`src/rtl/fetch_sequencer_pkg.sv`:
```
// Shared types and constants for the fetch sequencer and the control decoder.
// The opcode lives in the top four bits of every machine word.
package fetch_pkg;

  typedef enum logic [1:0] {
    ST_IDLE   = 2'd0,
    ST_RUN    = 2'd1,
    ST_HALTED = 2'd2
  } state_t;

  localparam int OPCODE_W = 4;

  localparam logic [8:0] HALT_INSTR = 9'h1FF;
  localparam logic [8:0] NOP_INSTR  = 9'h1E0;

  localparam logic [OPCODE_W-1:0] OP_ADD = 4'b0000;
  localparam logic [OPCODE_W-1:0] OP_BNE = 4'b1000;
  localparam logic [OPCODE_W-1:0] OP_BEQ = 4'b1001;
  localparam logic [OPCODE_W-1:0] OP_NOP = 4'b1111;

  function automatic logic [OPCODE_W-1:0] opcode_of(input logic [8:0] instr);
    return instr[8 -: OPCODE_W];
  endfunction

endpackage

```
`src/rtl/fetch_sequencer_if.sv`:
```
// Bundle of control, instruction-memory and decoder signals around the fetch sequencer.
// master is the sequencer side; slave is the surrounding core / testbench.
interface fetch_sequencer_if #(
  parameter int PC_W    = 10,
  parameter int INSTR_W = 9,
  parameter int CNT_W   = 16
);
  import fetch_pkg::*;

  logic               start;
  logic [PC_W-1:0]    start_addr;
  logic [PC_W-1:0]    imem_addr;
  logic [INSTR_W-1:0] imem_data;
  logic               stall;
  logic               branch_taken;
  logic [PC_W-1:0]    branch_target;
  logic [INSTR_W-1:0] instr_out;
  logic [3:0]         opcode;
  logic               valid;
  logic               done;
  logic [CNT_W-1:0]   cycle_count;
  state_t             state;

  // valid has no ready partner: the decoder consumes instr_out in every cycle
  // valid=1, and stall is the only back-pressure (it freezes the PC).
  modport master (
    input  start, start_addr, imem_data, stall, branch_taken, branch_target,
    output imem_addr, instr_out, opcode, valid, done, cycle_count, state
  );

  modport slave (
    output start, start_addr, imem_data, stall, branch_taken, branch_target,
    input  imem_addr, instr_out, opcode, valid, done, cycle_count, state
  );
endinterface

```
`src/rtl/fetch_sequencer_pc_reg.sv`:
```
// Program counter with load / hold / branch / increment selection.
// Increment wraps modulo 2^PC_W without any flag.
module pc_reg #(
  parameter int PC_W = 10
) (
  input  logic            clk,
  input  logic            rst_n,
  input  logic            load,
  input  logic [PC_W-1:0] load_addr,
  input  logic            hold,
  input  logic            branch,
  input  logic [PC_W-1:0] target,
  output logic [PC_W-1:0] pc
);

  always_ff @(posedge clk) begin
    if (!rst_n) begin
      pc <= '0;
    end else if (load) begin
      pc <= load_addr;
    end else if (hold) begin
      pc <= pc;
    end else if (branch) begin
      pc <= target;
    end else begin
      pc <= pc + PC_W'(1);
    end
  end

endmodule

```
`src/rtl/fetch_sequencer.sv`:
```
// Instruction fetch sequencer: owns the PC, gates instructions to the decoder,
// detects HALT and counts RUN cycles with saturation.
module fetch_sequencer
  import fetch_pkg::*;
#(
  parameter int PC_W    = 10,
  parameter int INSTR_W = 9,
  parameter int CNT_W   = 16
) (
  input  logic               clk,
  input  logic               rst_n,
  fetch_sequencer_if.master  bus
);

  state_t             state;
  state_t             state_nxt;
  logic [PC_W-1:0]    pc;
  logic               is_halt;
  logic               pc_load;
  logic               pc_hold;
  logic               pc_branch;
  logic               valid_c;
  logic [INSTR_W-1:0] instr_c;
  logic [CNT_W-1:0]   cnt;

  assign is_halt = (state == ST_RUN) && (bus.imem_data == INSTR_W'(HALT_INSTR));

  always_ff @(posedge clk) begin
    if (!rst_n) begin
      state <= ST_IDLE;
    end else begin
      state <= state_nxt;
    end
  end

  always_comb begin
    state_nxt = state;
    case (state)
      ST_IDLE:   if (bus.start) state_nxt = ST_RUN;
      ST_RUN:    if (is_halt)   state_nxt = ST_HALTED;
      ST_HALTED: if (bus.start) state_nxt = ST_RUN;
      default:   state_nxt = ST_IDLE;
    endcase
  end

  // HALT outranks stall and branch, so the PC keeps pointing at the HALT word.
  always_comb begin
    pc_load   = 1'b0;
    pc_hold   = 1'b1;
    pc_branch = 1'b0;
    valid_c   = 1'b0;
    instr_c   = INSTR_W'(NOP_INSTR);
    case (state)
      ST_RUN: begin
        valid_c = 1'b1;
        instr_c = bus.imem_data;
        if (!is_halt && !bus.stall) begin
          pc_hold   = 1'b0;
          pc_branch = bus.branch_taken;
        end
      end
      ST_IDLE, ST_HALTED: pc_load = bus.start;
      default: ;
    endcase
  end

  always_ff @(posedge clk) begin
    if (!rst_n) begin
      cnt <= '0;
    end else if (state != ST_RUN) begin
      if (bus.start) cnt <= '0;
    end else if (cnt != {CNT_W{1'b1}}) begin
      cnt <= cnt + CNT_W'(1);
    end
  end

  pc_reg #(.PC_W(PC_W)) u_pc (
    .clk       (clk),
    .rst_n     (rst_n),
    .load      (pc_load),
    .load_addr (bus.start_addr),
    .hold      (pc_hold),
    .branch    (pc_branch),
    .target    (bus.branch_target),
    .pc        (pc)
  );

  assign bus.imem_addr   = pc;
  assign bus.instr_out   = instr_c;
  assign bus.opcode      = instr_c[INSTR_W-1 -: 4];
  assign bus.valid       = valid_c;
  assign bus.done        = (state == ST_HALTED);
  assign bus.cycle_count = cnt;
  assign bus.state       = state;

endmodule

```
`src/flat_wrapper.sv`:
```
// flat-port wrapper written by rule: the top's interface ports become plain ports
module fetch_sequencer_flat import fetch_pkg::*;
#(
  parameter int PC_W    = 10,
  parameter int INSTR_W = 9,
  parameter int CNT_W   = 16
)
  (clk, rst_n, bus_start, bus_start_addr, bus_imem_data, bus_stall, bus_branch_taken, bus_branch_target, bus_imem_addr, bus_instr_out, bus_opcode, bus_valid, bus_done, bus_cycle_count, bus_state);
  fetch_sequencer_if #(.PC_W(PC_W), .INSTR_W(INSTR_W), .CNT_W(CNT_W)) bus_i ();
  input  logic clk;
  input  logic rst_n;
  input wire logic [$bits(bus_i.start)-1:0] bus_start;
  input wire logic [$bits(bus_i.start_addr)-1:0] bus_start_addr;
  input wire logic [$bits(bus_i.imem_data)-1:0] bus_imem_data;
  input wire logic [$bits(bus_i.stall)-1:0] bus_stall;
  input wire logic [$bits(bus_i.branch_taken)-1:0] bus_branch_taken;
  input wire logic [$bits(bus_i.branch_target)-1:0] bus_branch_target;
  output wire logic [$bits(bus_i.imem_addr)-1:0] bus_imem_addr;
  output wire logic [$bits(bus_i.instr_out)-1:0] bus_instr_out;
  output wire logic [$bits(bus_i.opcode)-1:0] bus_opcode;
  output wire logic [$bits(bus_i.valid)-1:0] bus_valid;
  output wire logic [$bits(bus_i.done)-1:0] bus_done;
  output wire logic [$bits(bus_i.cycle_count)-1:0] bus_cycle_count;
  output wire logic [$bits(bus_i.state)-1:0] bus_state;
  assign bus_i.start = bus_start;
  assign bus_i.start_addr = bus_start_addr;
  assign bus_i.imem_data = bus_imem_data;
  assign bus_i.stall = bus_stall;
  assign bus_i.branch_taken = bus_branch_taken;
  assign bus_i.branch_target = bus_branch_target;
  assign bus_imem_addr = bus_i.imem_addr;
  assign bus_instr_out = bus_i.instr_out;
  assign bus_opcode = bus_i.opcode;
  assign bus_valid = bus_i.valid;
  assign bus_done = bus_i.done;
  assign bus_cycle_count = bus_i.cycle_count;
  assign bus_state = bus_i.state;
  fetch_sequencer #(.PC_W(PC_W), .INSTR_W(INSTR_W), .CNT_W(CNT_W)) u_core (.clk(clk), .rst_n(rst_n), .bus(bus_i));
endmodule
```
`config.mk`:
```
export PLATFORM = sky130hd
export DESIGN_NAME = fetch_sequencer_flat
export DESIGN_NICKNAME = d
export VERILOG_FILES = /design/src/rtl/fetch_sequencer_pkg.sv /design/src/rtl/fetch_sequencer_if.sv /design/src/rtl/fetch_sequencer_pc_reg.sv /design/src/rtl/fetch_sequencer.sv /design/src/flat_wrapper.sv
export SDC_FILE = /design/constraint.sdc
export NUM_CORES = 1
export LEC_CHECK = 0
export BUFFER_PORTS_ARGS = -buffer_cell sky130_fd_sc_hd__buf_2
export CORE_MARGIN = 3
export CORE_UTILIZATION = 36
export DETAILED_ROUTE_END_ITERATION = 7
export GPL_TIMING_DRIVEN = 1
export HOLD_SLACK_MARGIN = 0.15
export PLACE_DENSITY = 0.66
export SETUP_SLACK_MARGIN = 0.05
export SYNTH_ARGS = -nofsm -noshare
export SYNTH_HDL_FRONTEND = slang
export SYNTH_SLANG_ARGS = --single-unit
```
`constraint.sdc`:
```
create_clock -name clk -period 1.6 [get_ports clk]
set_input_delay 0 -clock clk [delete_from_list [all_inputs] [get_ports clk]]
set_output_delay 0 -clock clk [all_outputs]
set_load 0.05 [all_outputs]
```
==> results of run 1 <==
==> cell usage after synthesis (2+ instances only) <==
cell | count | share of area
a211oi_1 | 3 | 0.013
a21oi_1 | 12 | 0.034
a31oi_1 | 2 | 0.0070
a41o_1 | 2 | 0.011
and2_1 | 6 | 0.021
and3_1 | 5 | 0.018
and4_1 | 4 | 0.020
buf_2 | 2 | 0.0056
buf_4 | 4 | 0.017
clkbuf_1 | 5 | 0.011
dfxtp_1 | 28 | 0.32
ha_1 | 2 | 0.014
inv_1 | 7 | 0.015
mux2i_1 | 3 | 0.017
nand2_1 | 13 | 0.027
nand2b_1 | 8 | 0.028
nand3_1 | 6 | 0.017
nand4_1 | 5 | 0.018
nor2_1 | 19 | 0.040
nor2_2 | 2 | 0.0070
nor3_1 | 7 | 0.020
nor4_1 | 2 | 0.0070
nor4_2 | 3 | 0.021
o211ai_1 | 2 | 0.0084
o21ai_0 | 11 | 0.031
o21ai_1 | 3 | 0.0084
o22ai_1 | 2 | 0.0070
xnor2_1 | 15 | 0.074
xor2_1 | 3 | 0.015
==> cells by family after synthesis <==
kind of cell,synth area share
AOI/OAI and AO/OA,0.202
xor gates and xnor gates,0.0887
adders and majority gates,0.0141
buffers and inverters,0.0563
DFF,0.315
muxes,0.0169
and+or+nand+nor,0.307
==> power by group <==
part | switching (mW) | internal (mW)
registers | 0.0409 | 0.702
logic | 0.350 | 0.217
clock network | 0.233 | 0.273
total | 0.624 | 1.19
==> layout make-up <==
class | instances | area, um2 | area share
Clock buffer | 4 | 66.3 | 0.0230
Inverter | 8 | 37.5 | 0.0130
Multi-Input combinational cell | 162 | 1240 | 0.430
Sequential cell | 28 | 633 | 0.219
Tap cell | 65 | 81.3 | 0.0282
Timing Repair Buffer | 122 | 828 | 0.287
==> worst register-to-register path, delay by kind of cell, from the launching register on <==
kind,cells,cell delay (ps)
and+or+nand+nor,2,550
AOI/OAI and AO/OA,3,460
DFF,1,380
buffers and inverters,1,170
==> metrics by stage <==
stage          total power, mW  setup TNS (ps)  hold slack, ps  utilization  cells
2_1_floorplan             1.11           -95.5             133            -    210
5_1_grt                   1.91            -356             203        0.633    389
6_report                  1.82           -30.0             172        0.633    389
4_1_cts                   1.81               0             158        0.603    382
3_3_place_gp              1.24               0             257        0.526    353
3_5_place_dp              1.25           -18.9             263        0.526    353
==> layer usage <==
metal,track usage,vias up,part of all wire
met5,0,-,0
met4,0.0417,0,0.013
met3,0.0390,6,0.067
met2,0.301,70,0.47
met1,0.240,910,0.45
li1,-,991,-
==> repair_timing <==
item	CTS	global route
endpoints found under the setup margin	27	30
hold buffers	22	0
endpoints found under the hold margin	11	0
buffers inserted	3	7
gates resized for setup	14	16
pin swaps	4	19
==> path summary, 6_finish.rpt <==
path	from	end	slack, ps	cells after the start
setup / recovery	u_core.bus.state[0]	u_core.u_pc.pc[9]	-30	6
hold / removal	bus_start	u_core.bus.state[1]	170	4
setup reg to reg	u_core.bus.state[0]	u_core.u_pc.pc[9]	-30	6
hold reg to reg	u_core.bus.cycle_count[13]	u_core.bus.cycle_count[13]	530	2
==> metrics.md, run 1 <==
| Metric | Value |
|---|---|
| Final Critical Period | between 1500 and 2000 ps |
| FMAX | 0.614 GHz |
| Synthesized instance count | 210 |
| EDFF count, synth | 0 |
| DRT Pass-1 Iters | 4 |
| YS warnings | 0 |
| Avg Vias per Cell | roughly 5.1 |
| Wirelength per Cell | between 10 and 15 um |
| Violated checks | setup timing |
| RSZ-0062 raised after global routing | true |
| WS Path Type | reg2reg |
| Sequential area share after synthesis | 0.315 |
| Core area | 0.00456 mm2 |
| Longest Clk Path Bufs | 2 |
| Total Wirelength | ~5.4 mm |
| Number of fill cells | 400 |
| Post-detail-place hpwl | 3.74 mm |
| Largest net degree at the start of global routing | 18 |
| VDD IR max | 0.560 mV |
| Critical path arrival | 1840 ps |
| Via count | 1977 |
| Crit path capture type | register |
| Largest register FFs | 16 |
| Critical-path top delay cell | dfxtp_4 |
| Mapped Area | 0.00178 mm2 |
| Worst clock skew | between 10 and 15 ps |
| Max-Cap Viols | 0 |
| Final global-route overflow total | 0 |
| Die Ht | 76.3 um |
| Initial core utilization | 0.390 |
| Remaining DRCs | 0 |
| Clk root buf | clkbuf_8 |
| Vias in the first global route | approximately 1900 |
| Tightest Hold Check Type | in2reg |
| Worst-path cell chain | or3b_4, a41oi_4, buf_6, and2_1, o22ai_2, o22ai_1 |
| First-pass GRT wire length | approximately 9 mm |
| Slew headroom | 0.625 |
| Critical Path RT | 1810 ps |
| Most frequent cells in the layout | buf_2, dlygate4sd3_1, buf_4, nor2_1, dfxtp_4 |
| Worst-path clk slew | 100 ps |
| Async SR Flop Fraction | 0 |
| Fin. Hold Viols | 0 |
| Final ANT Viol Nets | 0 |
| DIE AREA | about 0.0058 mm2 |
| TritonCTS Buffers | 3 |
| Row cnt | 24 |
| Syn Nets | 246 |
| LEAKAGE | around 1.2 nW |
| GRT Util Overall | 0.181 |
| Setup-failing EPs final | 1 |
| H-tree depth | 1 |
| Setup crit start kind | register |
| Clock sinks | 28 |
| Clock latency on the worst-skew pair | 280 ps |
| Yosys reg bits | 28 |
| Fin nets | 361 |
| Max incr delay on CP | 380 ps |
| Worst Path Max Fanout | 5 |
| Least-Margin Pin Slew | around 560 ps |
| Final Max Tran Viols | 0 |
| Commonest non-fill, non-tap cell in the layout | buf_2 |
| Status | finished, violations left |
| Placer Congestion | just under 0.8 |
| Worst Path Buf+Inv | 1 |
| Placed Instance Area | approximately 0.0024 mm2 |
| Area growth syn-to-layout | 62.4% |
| I/O Buffers | 76 |
| Final cell area excluding filler cells | 0.00289 mm2 |
| Initial antenna violation count | 0 |
| Worst setup margin | -30.0 ps |
| Average cell area after synthesis | between 8 and 9 um2 |
| Kind of cell adding the most delay to the critical path | simple AND/OR/NAND/NOR gates |
| PD cells | 629 mW/mm2 |
| Die W | about 76 um |
| Worst slack, placed | -18.9 ps |
| Top FF cell, synth | dfxtp_1 |
| CTS tree | done |
| Ports | 77 |
| Synth unique cells | 53 |
| Ant. Diodes | 0 |
| Period utilisation layout | 1.02 |
| DRT iter0 DRCs | 78 |
| Share of post-route cells with drive strength above 1 | 0.500 |
Power figures use the tool's default switching activity.
==> run 2: changes to the inputs <==
--- a/config.mk
+++ b/config.mk
@@ -11,7 +11,6 @@
 export DETAILED_ROUTE_END_ITERATION = 7
 export GPL_TIMING_DRIVEN = 1
 export HOLD_SLACK_MARGIN = 0.15
-export PLACE_DENSITY = 0.66
 export SETUP_SLACK_MARGIN = 0.05
 export SYNTH_ARGS = -nofsm -noshare
 export SYNTH_HDL_FRONTEND = slang
==> constraint.sdc (replaced) <==
create_clock -name clk -period 2.05 [get_ports clk]
set_input_delay 0 -clock clk [delete_from_list [all_inputs] [get_ports clk]]
set_output_delay 0 -clock clk [all_outputs]
set_load 0.05 [all_outputs]
==> metrics.md, run 2 (synthesis gave the netlist of run 1 again) <==
| Metric | Value |
|---|---|
| Clock sinks | 28 (unchanged) |
| Post-CTS sizing | 0 (was 14) |
| Critical path arrival | 1970 ps (was 1840 ps) |
| Switching Share | 0.329 (was 0.344) |
| Initial core utilization | 0.390 (unchanged) |
| Psw | 480 uW (was 624 uW) |
| Clk pwr share | 0.313 (was 0.279) |
| Share of post-route cells with drive strength above 1 | 0.332 (was 0.500) |
| H-tree depth | 1 (unchanged) |
| Multi-input logic area | 0.00112 mm2 (was 0.00124 mm2) |
| FMAX | 0.562 GHz (was 0.614 GHz) |
| Final Critical Period | 1780 ps (was 1630 ps) |
| Largest register FFs | 16 (unchanged) |
| Setup crit start kind | register (unchanged) |
| Critical Path RT | 2240 ps (was 1810 ps) |
| R2R depth | 4 (was 6) |
| Int Pwr | 977 uW (was 1.19 mW) |
| CP startpoint | u_core.bus.state[0] (unchanged) |
| RSZ-0062 raised after global routing | false (was true) |
| Worst Path Max Fanout | 12 (was 5) |
| Largest net degree at the start of global routing | 18 (unchanged) |
| R2r setup slk | 270 ps (was -30 ps) |
| Placer Congestion | 0.813 (was 0.792) |
| Worst-path clk slew | 110 ps (was 100 ps) |
| WS Path Type | reg2reg (unchanged) |
| Setup-failing EPs final | 0 (was 1) |
| Seq. cell area | 562 um2 (was 633 um2) |
| Period utilisation layout | 0.867 (was 1.02) |
| Ant. Diodes | 0 (unchanged) |
| Cells on Worst Hold Path | 4 (unchanged) |
| Worst setup margin | 272 ps (was -30.0 ps) |
| Die Ht | 76.3 um (unchanged) |
| LEAKAGE | 1.09 nW (was 1.24 nW) |
| Via count | 1912 (was 1977) |
| Finished Layout Cells | 378 (was 389) |
| Row cnt | 24 (unchanged) |
| Worst slack, placed | 409 ps (was -18.9 ps) |
| Dpl cells | 346 (was 353) |
| Fin nets | 350 (was 361) |
| Initial antenna violation count | 0 (unchanged) |
| Worst hold endpoint | u_core.bus.state[1] (unchanged) |
| Final hold slack | 150 ps (was 172 ps) |
| I/O Buffers | 76 (unchanged) |
| Clock latency on the worst-skew pair | 290 ps (was 280 ps) |
| Flop pwr share | 0.410 (was 0.409) |
| CTS tree | done (unchanged) |
| Ports | 77 (unchanged) |
| Post-detail-place hpwl | 3.76 mm (was 3.74 mm) |
| Longest Clk Path Bufs | 2 (unchanged) |
| Remaining DRCs | 0 (unchanged) |
| GRT Util Overall | 0.177 (was 0.181) |
| Final ANT Viol Nets | 0 (unchanged) |
| Status | completed (was finished, violations left) |
| Clk root buf | clkbuf_8 (unchanged) |
| Die W | 76.3 um (unchanged) |
| Total Wirelength | 5.25 mm (was 5.40 mm) |
| Commonest non-fill, non-tap cell in the layout | buf_2 (unchanged) |
| TritonCTS Buffers | 3 (unchanged) |
| DRT iter0 DRCs | 63 (was 78) |
| Least-Margin Pin Slew | 464 ps (was 562 ps) |
| Avg Vias per Cell | 5.06 (was 5.08) |
| Core area | 0.00456 mm2 (unchanged) |
| Hold_sp | bus_start (unchanged) |
| Final Max Tran Viols | 0 (unchanged) |
| Crit path capture type | register (unchanged) |
| Slew headroom | 0.688 (was 0.625) |
| Vias in the first global route | 1821 (was 1935) |
| Gate power share | 0.278 (was 0.312) |
| Area growth syn-to-layout | 44.8% (was 62.4%) |
| DRT Pass-1 Iters | 4 (unchanged) |
| Crit Reg-Reg Endpoint | u_core.u_pc.pc[2] (was u_core.u_pc.pc[9]) |
| Max-Cap Viols | 0 (unchanged) |
| Total power | 1.46 mW (was 1.82 mW) |
| Tightest Hold Check Type | in2reg (unchanged) |
| Worst clock skew | 12.5 ps (was 11.2 ps) |
| Number of fill cells | 447 (was 400) |
| Setup TNS | 0 ps (was -30.0 ps) |
| Fin. Hold Viols | 0 (unchanged) |
| Wirelength per Cell | 13.9 um (about the same) |
| Final global-route overflow total | 0 (unchanged) |
| VDD IR max | 0.320 mV (was 0.560 mV) |
| Most frequent cells in the layout | buf_2, dlygate4sd3_1, dfxtp_1, nor2_1, xnor2_1 (was buf_2, dlygate4sd3_1, buf_4, nor2_1, dfxtp_4) |
| First-pass GRT wire length | 8.67 mm (was 8.98 mm) |
| Reg2reg start | u_core.bus.state[0] (unchanged) |
| DIE AREA | 0.00582 mm2 (unchanged) |
| PD cells | 566 mW/mm2 (was 629 mW/mm2) |
==> run 2: cell count changes in the layout (fill, tap and decap cells not counted), moves of 5 or more <==
cell           previous run  this run
dfxtp_1                   4        27
dfxtp_4                  17         0
buf_4                    22         7
buf_6                     6         0
dfxtp_2                   7         1
dlygate4sd3_1            22        28
buf_2                    71        76
==> run 2: metal layers <==
metal  up-vias  wire length, um  GRT usage
met5         -                0          0
met4         0               53     0.0435
met3         5              273     0.0331
met2        54             2410      0.301
met1       881             2510      0.229
li1        972                -          -
==> run 2: stage by stage <==
stage	utilization	instance area (um2)
final	0.564	2570
after global placement	0.487	2220
after global routing	0.564	2570
after detailed placement	0.487	2220
after CTS	0.564	2570
after floorplan	-	1780
==> run 2: worst max-delay path: stages, from the launching register on <==
cell and delay, ps:
dfxtp_2 390, nand2b_1 390, o21ai_0 120, dlygate4sd3_1 570, a211oi_1 200
==> run 2: area by class of cell <==
| type | count | share of cell area |
|---|---|---|
| repair buffers | 111 | 0.277 |
| well taps | 65 | 0.0316 |
| inverters | 8 | 0.0117 |
| multi-input cells | 162 | 0.434 |
| clock buffers | 3 | 0.0160 |
| clock inverters | 1 | 0.0117 |
| flip-flops and latches | 28 | 0.218 |
==> run 2: power groups by stage <==
stage | registers [mW] | clock network, mW | logic (mW)
floorplan | 0.678 | 0 | 0.190
global placement | 0.608 | 0 | 0.359
detailed placement | 0.608 | 0 | 0.360
CTS | 0.596 | 0.464 | 0.405
global route | 0.602 | 0.479 | 0.434
finish | 0.597 | 0.455 | 0.405
==> run 2: timing repair <==
item	in CTS	in global routing
hold endpoints to repair	11	0
hold buffers	28	0
setup buffers	0	0
==> run 2: worst max path at each step <==
stage / slack (ps) / to / depth (start not counted)
3_5_place_dp: 410 / u_core.bus.cycle_count[4] / 5
2_1_floorplan: -70 / bus_opcode[1] / 6
4_1_cts: 290 / bus_instr_out[2] / 5
5_1_grt: 190 / bus_instr_out[4] / 5
3_3_place_gp: 400 / u_core.bus.cycle_count[1] / 5
6_report: 270 / u_core.u_pc.pc[2] / 4
==> run 3: changes to the inputs <==
--- a/config.mk
+++ b/config.mk
@@ -7,10 +7,11 @@
 export LEC_CHECK = 0
 export BUFFER_PORTS_ARGS = -buffer_cell sky130_fd_sc_hd__buf_2
 export CORE_MARGIN = 3
-export CORE_UTILIZATION = 36
+export CORE_UTILIZATION = 51
 export DETAILED_ROUTE_END_ITERATION = 7
 export GPL_TIMING_DRIVEN = 1
 export HOLD_SLACK_MARGIN = 0.15
+export PLACE_DENSITY = 0.85
 export SETUP_SLACK_MARGIN = 0.05
 export SYNTH_ARGS = -nofsm -noshare
 export SYNTH_HDL_FRONTEND = slang
==> metrics.md, run 3 (synthesis gave the netlist of run 1 again) <==
| Metric | Value |
|---|---|
| Status | completed (unchanged) |
| Core area | 0.00318 mm2 (was 0.00456 mm2) |
| H-tree depth | 1 (unchanged) |
| Setup TNS | 0 ps (unchanged) |
| Avg Vias per Cell | 5.83 (was 5.06) |
| Final hold slack | 162 ps (was 150 ps) |
| Setup-failing EPs final | 0 (unchanged) |
| Initial antenna violation count | 0 (unchanged) |
| Clk root buf | clkbuf_4 (was clkbuf_8) |
| Max incr delay on CP | 590 ps (was 570 ps) |
| Crit Reg-Reg Endpoint | u_core.u_pc.pc[2] (unchanged) |
| Fin nets | 349 (was 350) |
| Worst slack, placed | 291 ps (was 409 ps) |
| RSZ-0062 raised after global routing | false (unchanged) |
| Remaining DRCs | 0 (unchanged) |
| Cells on Worst Hold Path | 3 (was 4) |
| Util after Layout | 0.793 (was 0.564) |
| TritonCTS Buffers | 3 (unchanged) |
| Critical Path RT | 2310 ps (was 2240 ps) |
| I/O Buffers | 76 (unchanged) |
| Post-detail-place hpwl | 3.49 mm (was 3.76 mm) |
| Longest Clk Path Bufs | 2 (unchanged) |
| Final global-route overflow total | 0 (unchanged) |
| PD cells | 518 mW/mm2 (was 566 mW/mm2) |
| Die Ht | 65.0 um (was 76.3 um) |
| Worst hold endpoint | u_core.u_pc.pc[6] (was u_core.bus.state[1]) |
| Period utilisation layout | 0.919 (was 0.867) |
| Ports | 77 (unchanged) |
| DIE AREA | 0.00423 mm2 (was 0.00582 mm2) |
| Final ANT Viol Nets | 0 (unchanged) |
| Share of post-route cells with drive strength above 1 | 0.330 (was 0.332) |
| GRT Util Overall | 0.279 (was 0.177) |
| Max-Cap Viols | 0 (unchanged) |
| Slew headroom | 0.676 (was 0.688) |
| Worst setup margin | 167 ps (was 272 ps) |
| Worst Path Buf+Inv | 1 (unchanged) |
| Final Max Tran Viols | 0 (unchanged) |
| Kind of cell adding the most delay to the critical path | buffers and inverters (unchanged) |
| WS Path Type | reg2reg (unchanged) |
| Most frequent cells in the layout | buf_2, dlygate4sd3_1, dfxtp_1, nor2_1, xnor2_1 (unchanged) |
| CTS tree | done (unchanged) |
| Clock latency on the worst-skew pair | 350 ps (was 290 ps) |
| Hold_sp | bus_branch_taken (was bus_start) |
| Worst clock skew | 14.2 ps (was 12.5 ps) |
| DRT iter0 DRCs | 166 (was 63) |
| Placer Congestion | 0.876 (was 0.813) |
| Setup crit start kind | register (unchanged) |
| Crit path capture type | register (unchanged) |
| Total Wirelength | 5.90 mm (was 5.25 mm) |
| Worst-path clk slew | 160 ps (was 110 ps) |
| Worst Path Max Fanout | 7 (was 12) |
| Critical-path top delay cell | dlygate4sd3_1 (unchanged) |
| Wirelength per Cell | 16.6 um (was 13.9 um) |
| Reg2reg start | u_core.u_pc.pc[0] (was u_core.bus.state[0]) |
| Tightest Hold Check Type | in2reg (unchanged) |
| Via count | 2076 (was 1912) |
| Vias in the first global route | 2024 (was 1821) |
| DRT Pass-1 Iters | 5 (was 4) |
| Largest register FFs | 16 (unchanged) |
| R2r setup slk | 170 ps (was 270 ps) |
| Row cnt | 20 (was 24) |
| Critical path arrival | 2140 ps (was 1970 ps) |
| LEAKAGE | 1.06 nW (was 1.09 nW) |
| VDD IR max | 0.297 mV (was 0.320 mV) |
| Ant. Diodes | 0 (unchanged) |
| Setup bufs post-CTS | 0 (unchanged) |
| First-pass GRT wire length | 9.34 mm (was 8.67 mm) |
| Commonest non-fill, non-tap cell in the layout | buf_2 (unchanged) |
| Least-Margin Pin Slew | 482 ps (was 464 ps) |
| Initial core utilization | 0.559 (was 0.390) |
| Area growth syn-to-layout | 41.7% (was 44.8%) |
| R2R depth | 6 (was 4) |
| Clock sinks | 28 (unchanged) |
| Largest net degree at the start of global routing | 20 (was 18) |
| Worst-path cell chain | ha_2, xnor2_1, nor2_1, a21oi_1, dlygate4sd3_1, a211oi_1 (was nand2b_1, o21ai_0, dlygate4sd3_1, a211oi_1) |
| FMAX | 0.531 GHz (was 0.562 GHz) |
| Die W | 65.0 um (was 76.3 um) |
| Fin. Hold Viols | 0 (unchanged) |
| Final Critical Period | 1880 ps (was 1780 ps) |
[run 3: area by class of cell]
| cell class | count | area [um2] |
|---|---|---|
| Multi-Input combinational cell | 162 | 1120 |
| Inverter | 8 | 30.0 |
| Sequential cell | 28 | 564 |
| Timing Repair Buffer | 110 | 713 |
| Tap cell | 44 | 55.1 |
| Fill cell | 196 | 659 |
| Clock buffer | 4 | 36.3 |
[run 3: metal layers]
layer  up-vias  routed length (um)  share of wire  track usage
li1        971                   -              -            -
met1       939                2200           0.37        0.317
met2       140                2880           0.49        0.487
met3        26                 586          0.099       0.0485
met4         0                 232          0.039        0.158
met5         -                   0              0            0
[run 3: through the flow]
step | power (mW) | instances | instance area (um2)
floorplan | 0.868 | 210 | 1780
global placement | 0.956 | 321 | 2170
detailed placement | 0.960 | 321 | 2170
CTS | 1.27 | 356 | 2510
global route | 1.34 | 356 | 2520
finish | 1.30 | 356 | 2520
[run 3: repair_timing]
| action | 4_1_cts | 5_1_grt |
|---|---|---|
| endpoints found under the hold margin | 13 | 0 |
| gates resized for setup | 0 | 3 |
| setup endpoints to repair | 0 | 1 |
| hold buffers | 31 | 0 |
[run 3: how the worst max path moves through the flow]
stage | from | to | cells past startpoint
after global routing | u_core.bus.state[1] | u_core.bus.cycle_count[12] | 6
final | u_core.u_pc.pc[0] | u_core.u_pc.pc[2] | 6
after CTS | u_core.u_pc.pc[0] | u_core.u_pc.pc[2] | 6
after floorplan | u_core.bus.state[1] | bus_opcode[1] | 6
after detailed placement | u_core.bus.state[1] | u_core.bus.cycle_count[12] | 6
after global placement | u_core.bus.state[1] | u_core.bus.cycle_count[12] | 6
[run 3: worst reg2reg max path: cells and delay by family, from the launching register on]
family / cells / cell delay, ps
XOR/XNOR: 1 / 90
flip-flops: 1 / 420
buffers and inverters: 1 / 590
AO/OA/AOI/OAI: 2 / 350
AND/OR/NAND/NOR: 1 / 90
adder cells (fa/ha/maj): 1 / 260
[run 3: report_power, final]
group	switching, mW	internal (mW)	leakage [nW]	total [mW]
Clock	0.177	0.109	0.0210	0.286
Combinational	0.270	0.148	0.815	0.418
Sequential	0.0330	0.568	0.229	0.601
Total	0.480	0.825	1.06	1.30
